===== src/rtl/rv32i_pkg.sv =====
// Shared RV32I decode definitions: opcode values, immediate formats and
// the per-opcode control summary used by the decode stage.
package rv32i_pkg;

  localparam logic [6:0] OPC_LUI    = 7'b0110111;
  localparam logic [6:0] OPC_AUIPC  = 7'b0010111;
  localparam logic [6:0] OPC_JAL    = 7'b1101111;
  localparam logic [6:0] OPC_JALR   = 7'b1100111;
  localparam logic [6:0] OPC_BRANCH = 7'b1100011;
  localparam logic [6:0] OPC_LOAD   = 7'b0000011;
  localparam logic [6:0] OPC_STORE  = 7'b0100011;
  localparam logic [6:0] OPC_OPIMM  = 7'b0010011;
  localparam logic [6:0] OPC_OP     = 7'b0110011;
  localparam logic [6:0] OPC_FENCE  = 7'b0001111;
  localparam logic [6:0] OPC_SYSTEM = 7'b1110011;

  typedef enum logic [2:0] {
    IMM_I,
    IMM_S,
    IMM_B,
    IMM_U,
    IMM_J,
    IMM_NONE
  } imm_fmt_t;

  // What an opcode needs from the rest of the stage.
  typedef struct packed {
    logic     rs1_used;
    logic     rs2_used;
    logic     rd_we;
    logic     illegal;
    imm_fmt_t fmt;
  } dec_ctrl_t;

  // Contents of the decode->execute output register.
  typedef struct packed {
    logic [31:0] pc;
    logic [31:0] rs1_val;
    logic [31:0] rs2_val;
    logic [31:0] imm;
    logic [4:0]  rd;
    logic        rd_we;
    logic [6:0]  opcode;
    logic [2:0]  funct3;
    logic        funct7b5;
    logic        illegal;
  } ex_reg_t;

  // Operand usage, write enable and immediate format for one opcode.
  // Writes to x0 are dropped here so nothing downstream scoreboards x0.
  function automatic dec_ctrl_t decode_ctrl(input logic [6:0] opcode,
                                            input logic [4:0] rd);
    dec_ctrl_t c;
    logic      we_raw;
    c        = '{rs1_used: 1'b0, rs2_used: 1'b0, rd_we: 1'b0,
                 illegal: 1'b0, fmt: IMM_NONE};
    we_raw   = 1'b0;
    case (opcode)
      OPC_LUI, OPC_AUIPC: begin
        c.fmt  = IMM_U;
        we_raw = 1'b1;
      end
      OPC_JAL: begin
        c.fmt  = IMM_J;
        we_raw = 1'b1;
      end
      OPC_JALR, OPC_LOAD, OPC_OPIMM: begin
        c.rs1_used = 1'b1;
        c.fmt      = IMM_I;
        we_raw     = 1'b1;
      end
      OPC_BRANCH: begin
        c.rs1_used = 1'b1;
        c.rs2_used = 1'b1;
        c.fmt      = IMM_B;
      end
      OPC_STORE: begin
        c.rs1_used = 1'b1;
        c.rs2_used = 1'b1;
        c.fmt      = IMM_S;
      end
      OPC_OP: begin
        c.rs1_used = 1'b1;
        c.rs2_used = 1'b1;
        we_raw     = 1'b1;
      end
      OPC_FENCE, OPC_SYSTEM: begin
        c.rs1_used = 1'b1;
        c.fmt      = IMM_I;
      end
      default: begin
        c.illegal = 1'b1;
      end
    endcase
    c.rd_we = we_raw && (rd != 5'd0);
    return c;
  endfunction

endpackage


===== src/rtl/decode_stage_imm_gen.sv =====
// Combinational RV32I immediate generator: instruction word plus format in,
// sign-extended 32-bit immediate out. Usable by any stage that decodes.
module imm_gen
  import rv32i_pkg::*;
(
  input  logic [31:0] instr,
  input  imm_fmt_t    fmt,
  output logic [31:0] imm
);

  // The opcode field never contributes to an immediate.
  logic unused_opcode;
  assign unused_opcode = ^instr[6:0];

  // Reassemble the immediate bits for the requested format.
  // NOTE: every output of a combinational block gets a default first so a
  // missing case arm can never infer a latch.
  always_comb begin
    imm = '0;
    case (fmt)
      IMM_I: imm = {{20{instr[31]}}, instr[31:20]};
      IMM_S: imm = {{20{instr[31]}}, instr[31:25], instr[11:7]};
      IMM_B: imm = {{19{instr[31]}}, instr[31], instr[7], instr[30:25],
                    instr[11:8], 1'b0};
      IMM_U: imm = {instr[31:12], 12'b0};
      IMM_J: imm = {{11{instr[31]}}, instr[31], instr[19:12], instr[20],
                    instr[30:21], 1'b0};
      default: imm = '0;
    endcase
  end

endmodule


===== src/rtl/decode_stage.sv =====
// RV32I decode stage: decodes one instruction per cycle, reads and bypasses
// operands, blocks on RAW/WAW hazards against a destination scoreboard and
// holds the result in a single output register for execute.
module decode_stage
  import rv32i_pkg::*;
#(
  parameter int          XLEN         = 32,
  parameter logic [31:0] RESET_PC_OUT = 32'h0
) (
  input  logic            clk,
  input  logic            rst,
  input  logic            if_valid,
  output logic            if_ready,
  input  logic [31:0]     if_instr,
  input  logic [XLEN-1:0] if_pc,
  output logic [4:0]      rs1_addr,
  output logic [4:0]      rs2_addr,
  input  logic [XLEN-1:0] rs1_data,
  input  logic [XLEN-1:0] rs2_data,
  input  logic            wb_valid,
  input  logic [4:0]      wb_rd,
  input  logic [XLEN-1:0] wb_data,
  input  logic            flush,
  output logic            ex_valid,
  input  logic            ex_ready,
  output logic [XLEN-1:0] ex_pc,
  output logic [XLEN-1:0] ex_rs1_val,
  output logic [XLEN-1:0] ex_rs2_val,
  output logic [XLEN-1:0] ex_imm,
  output logic [4:0]      ex_rd,
  output logic            ex_rd_we,
  output logic [6:0]      ex_opcode,
  output logic [2:0]      ex_funct3,
  output logic            ex_funct7b5,
  output logic            ex_illegal
);

  logic [4:0]  rs1;
  logic [4:0]  rs2;
  logic [4:0]  rd;
  dec_ctrl_t   dec;
  logic [31:0] imm;

  logic [31:0] wb_clr;
  logic [31:0] sb_live;
  logic        hazard;
  logic        transfer;
  logic [31:0] rs1_fwd;
  logic [31:0] rs2_fwd;

  logic        ex_valid_q, ex_valid_d;
  ex_reg_t     ex_q, ex_d;
  logic [31:0] sb_q, sb_d;

  assign rs1      = if_instr[19:15];
  assign rs2      = if_instr[24:20];
  assign rd       = if_instr[11:7];
  assign rs1_addr = rs1;
  assign rs2_addr = rs2;

  // Control summary for the presented instruction.
  always_comb begin
    dec = decode_ctrl(if_instr[6:0], rd);
  end

  imm_gen u_imm_gen (
    .instr (if_instr),
    .fmt   (dec.fmt),
    .imm   (imm)
  );

  // One-hot of the scoreboard bit a writeback retires this cycle (never x0).
  always_comb begin
    wb_clr = '0;
    if (wb_valid && (wb_rd != 5'd0)) wb_clr[wb_rd] = 1'b1;
  end

  // A same-cycle writeback already resolves its register, so hazards are
  // judged against the scoreboard with that bit removed.
  assign sb_live = sb_q & ~wb_clr;
  assign hazard  = (dec.rs1_used && (rs1 != 5'd0) && sb_live[rs1]) ||
                   (dec.rs2_used && (rs2 != 5'd0) && sb_live[rs2]) ||
                   (dec.rd_we && sb_live[rd]);

  assign if_ready = !rst && !flush && !hazard && (!ex_valid_q || ex_ready);
  assign transfer = if_valid && if_ready;

  // Operand capture with bypass of the value being written back right now.
  always_comb begin
    rs1_fwd = rs1_data;
    rs2_fwd = rs2_data;
    if (wb_valid && (wb_rd == rs1) && (rs1 != 5'd0)) rs1_fwd = wb_data;
    if (wb_valid && (wb_rd == rs2) && (rs2 != 5'd0)) rs2_fwd = wb_data;
  end

  // Next state of the output register and its valid bit.
  always_comb begin
    ex_d       = ex_q;
    ex_valid_d = ex_valid_q;
    if (flush) begin
      ex_valid_d = 1'b0;
    end else if (transfer) begin
      ex_valid_d       = 1'b1;
      ex_d.pc          = if_pc;
      ex_d.rs1_val     = rs1_fwd;
      ex_d.rs2_val     = rs2_fwd;
      ex_d.imm         = imm;
      ex_d.rd          = rd;
      ex_d.rd_we       = dec.rd_we;
      ex_d.opcode      = if_instr[6:0];
      ex_d.funct3      = if_instr[14:12];
      ex_d.funct7b5    = if_instr[30];
      ex_d.illegal     = dec.illegal;
    end else if (ex_ready) begin
      ex_valid_d = 1'b0;
    end
  end

  // Scoreboard update: retire, squash, then set, so a set wins on collision.
  always_comb begin
    sb_d = sb_q & ~wb_clr;
    if (flush && ex_valid_q && ex_q.rd_we) sb_d[ex_q.rd] = 1'b0;
    if (transfer && dec.rd_we) sb_d[rd] = 1'b1;
    sb_d[0] = 1'b0;
  end

  // State registers.
  // NOTE: sequential state uses non-blocking assignments so every flop
  // samples its pre-edge inputs regardless of block evaluation order.
  // NOTE: the output register data is reset as well because execute sees
  // defined zeros (and RESET_PC_OUT) while ex_valid is low out of reset.
  always_ff @(posedge clk or posedge rst) begin
    if (rst) begin
      ex_valid_q <= 1'b0;
      ex_q       <= '{pc: RESET_PC_OUT, default: '0};
      sb_q       <= '0;
    end else begin
      ex_valid_q <= ex_valid_d;
      ex_q       <= ex_d;
      sb_q       <= sb_d;
    end
  end

  assign ex_valid    = ex_valid_q;
  assign ex_pc       = ex_q.pc;
  assign ex_rs1_val  = ex_q.rs1_val;
  assign ex_rs2_val  = ex_q.rs2_val;
  assign ex_imm      = ex_q.imm;
  assign ex_rd       = ex_q.rd;
  assign ex_rd_we    = ex_q.rd_we;
  assign ex_opcode   = ex_q.opcode;
  assign ex_funct3   = ex_q.funct3;
  assign ex_funct7b5 = ex_q.funct7b5;
  assign ex_illegal  = ex_q.illegal;

endmodule


===== config.mk =====
export PLATFORM = sky130hd
export DESIGN_NAME = decode_stage
export DESIGN_NICKNAME = d
export VERILOG_FILES = /design/src/rtl/rv32i_pkg.sv /design/src/rtl/decode_stage_imm_gen.sv /design/src/rtl/decode_stage.sv
export SDC_FILE = /design/constraint.sdc
export NUM_CORES = 1
export LEC_CHECK = 0
export CAP_MARGIN = 20
export CORE_MARGIN = 4
export CORE_UTILIZATION = 47
export DETAILED_ROUTE_END_ITERATION = 8
export PLACE_DENSITY = 0.82
export SYNTH_ARGS = -nofsm -noshare
export SYNTH_HDL_FRONTEND = slang
export SYNTH_SLANG_ARGS = --single-unit

===== constraint.sdc =====
create_clock -name clk -period 7.1 [get_ports clk]
set_clock_uncertainty 0.05 [all_clocks]
set_input_delay 1.42 -clock clk [delete_from_list [all_inputs] [get_ports clk]]
set_output_delay 1.42 -clock clk [all_outputs]
set_load 0.005 [all_outputs]

==> impl_metrics.tcl <==
set metrics [dict create \
    hold_start "ex_pc[3]" \
    start_util_pct 47.95 \
    yosys_warnings 0 \
    io_pins 329 \
    clk_latency_ns 0.44 \
    worstPathArrival_ns 4.86 \
    cp-start-kind "primary input" \
    die_area_sq_um 24000 \
    synthArstFlopShare_pct 100.0 \
    irDropWorstVdd_mv 0.1644 \
    drt_iter0_drc 1302 \
    vias_per_cell 6.290 \
    first_global_vias 9750 \
    htree_levels 4 \
    reg2reg_slack_ns 3.21 \
    slew_viol_final 0 \
    max-cap-violations 0 \
    synth_cells 1020 \
    status "finished, final reports clean" \
    min_to "ex_pc[3]" \
    clkTransAtPathRegs_ns 0.07 \
    crit_path_end_kind "output port" \
    die_w_um 154.9 \
    final_layout_size_suffix_gt1_share_pct 9.692 \
    min_path_type "flip-flop to flip-flop" \
    ys_seq_area_share_pct 43.91 \
    grt_util_all_layers_pct 31.39 \
    synth_nets 1191 \
    syn_area_per_cell_sq_um 9.945 \
    regToRegStartpoint "sb_q[17]" \
    final-hold-violation-count 0 \
    final_nets 1458 \
    fmax_mhz 157.9 \
    grt_pass1_wl_um 58960 \
    cp_max_fo 17 \
    n_antenna_cell 0 \
    fin_crit_sh_pct 89.18 \
    fin_crit_ns 6.332 \
    numCtsBuffers 17 \
    worstRegToRegCells 9 \
    worst_slew_pin_slew_ns 1.046 \
    drt_pass1_iterations 6 \
    p_per_area_nw_per_um2 220.9 \
    r2r-end "ex_pc[6]" \
    tns_ns 0 \
    wl_um 38700 \
    cts-resized-gates 0 \
    post-route-util_pct 66.69 \
    row_count 53 \
    cts_hold_buf 0 \
    hold_path_depth 1 \
    dp_hpwl_um 27610 \
    post_cts_buffers 0 \
    synth_ff_type "dfrtp_1" \
    core_area_sq_um 21150 \
    port-buffer-count 328 \
    critPathKind "primary input to output port" \
    clockBufferDepth 2 \
    clock_sinks 178 \
    drt.antenna.violating_nets 0 \
    synth_area_sq_um 10140 \
    synth_seq_cells 178 \
    setup_viol 0 \
    cp.required_ns 5.63 \
    drcViolationCount 0 \
    synth_cell_types 70 \
    gp_congestion 1.039 \
    rsz0062_at_grt "no" \
    antenna_found_initial 1 \
    p_total_w 0.003116 \
    cts_tree "yes" \
    leakagePower_nw 5.397 \
    grt_overflow_total 0 \
    die_y_um 154.9 \
    wl_per_cell_um 24.57 \
    syn2layout_area_growth_pct 39.08 \
    vias 9907 \
    grt_max_degree 179 \
    relSlewSlack_pct 30.25 \
    clock-root-buffer "clkbuf_16" \
    synth-edff-count 0 \
]
## worst max-delay path, cell delays in order
cell and delay, ns:
clkdlybuf4s50_1 0.92, nand2b_1 0.52, o21ai_1 0.18, or3b_1 0.41, a311oi_1 0.35, o31ai_1 0.12, a32o_2 0.25, nand2_1 0.10
a41oi_1 0.08, clkdlybuf4s50_1 0.50
## how the worst max path moves through the flow
stage	slack, ns	to	start	cells after the start
global route	0.58	if_ready	wb_rd[1]	10
finish	0.77	if_ready	wb_rd[1]	10
CTS	0.89	if_ready	wb_rd[1]	10
floorplan	0.80	ex_funct3[0]	rst	1
detailed placement	0.90	if_ready	wb_rd[1]	10
global placement	0.92	if_ready	wb_rd[1]	10
## synth_stat cells (7+ instances only)
cell type | count | area, sq um
dfrtp_1 | 178 | 4454
a21oi_1 | 112 | 560.5
mux2i_1 | 101 | 1011
a31oi_1 | 83 | 519.3
clkbuf_1 | 57 | 214.0
mux2_2 | 43 | 484.2
nand2_1 | 41 | 153.9
o21ai_0 | 40 | 200.2
nor2_1 | 38 | 142.6
inv_1 | 37 | 138.9
o31ai_1 | 23 | 172.7
buf_4 | 22 | 165.2
mux2_1 | 17 | 191.4
nand3_1 | 15 | 75.07
buf_2 | 14 | 70.07
nor3_1 | 11 | 55.05
o21bai_1 | 11 | 82.58
nand4_1 | 10 | 62.56
or3_1 | 9 | 56.30
xnor2_1 | 9 | 78.83
a31o_2 | 7 | 61.31
buf_6 | 7 | 78.83
nand2b_1 | 7 | 43.79
nand4b_1 | 7 | 61.31
nor2b_1 | 7 | 43.79
## power breakdown
group / internal (W) / switching, W / leakage, nW
sequential: 0.00117 / 0.000107 / 2.16
combinational: 0.000493 / 0.000361 / 2.94
clock: 0.000508 / 0.000477 / 0.296
## cell usage in the layout, fill, tap and decap left out, types with 4 or more instances in the layout
master           Yosys  final
clkinv_8             0      4
nand3_1             15     15
a31oi_1             83     83
or2_2                5      5
a41o_1               5      5
mux2i_1            101    101
clkbuf_16            0     17
inv_6                0      4
nand4_1             10     10
o31ai_1             23     23
xnor2_1              9      9
nor2_1              38     38
nor4_1               6      5
a41oi_1              6      6
nand2_1             41     41
nand2b_1             7      7
nand4b_1             7      7
o41ai_1              5      5
mux2_2              43     43
clkdlybuf4s50_1      0    328
nor3_1              11     10
dfrtp_1            178    178
nor2b_1              7      7
mux2_1              17     17
a21o_1               4      4
xor2_1               4      4
nand3b_1             6      6
o21bai_1            11     11
inv_1               37     36
a21oi_1            112    112
a31o_2               7      7
o22ai_1              4      4
o21ai_0             40     40
o21a_1               6      6
or3_1                9      9
buf_4               22     20
## cells by family (layout without fill, tap and decap cells)
group,count (synthesis),in the layout,synth area share [%]
compound gates,335,335,20.76
simple gates,187,187,10.11
flops,178,178,43.91
mux,164,164,17.29
buf+inv,143,423,6.797
xor+xnor,13,13,1.122
## flip-flops by register name, indices dropped and copies added (netlist names)
name,cells
ex_imm,32
ex_pc,32
ex_rs1_val,32
ex_rs2_val,32
sb_q,31
ex_opcode,7
ex_rd,5
ex_funct3,3
ex_funct7b5,1
ex_illegal,1
ex_rd_we,1
ex_valid,1
## stage by stage
step           std cells  hold WS [ns]  setup WS [ns]  area, sq um
6_report            1575        0.4415         0.7681        14110
5_1_grt             1575        0.4682         0.5849        14110
4_1_cts             1572        0.4438         0.8905        14080
3_5_place_dp        1540        0.4266         0.8968        13470
3_3_place_gp        1540        0.4169         0.9165        13470
2_1_floorplan       1020        0.4328         0.7997        10140
## per-layer routing
metal	part of all wire [%]	track usage, %
met1	40	42.16
met5	0	0
met3	11	9.736
met2	46	48.73
met4	3.4	10.22
## cell type report
cell class,instances,area (sq um)
inverters,37,143.9
repair buffers,354,3517
clock buffers,18,429.2
well taps,275,344.1
clock inverters,14,181.4
flip-flops and latches,178,4454
multi-input cells,699,5037
fillers,1643,7047
Note: power is estimated with default switching activity, not from simulation.
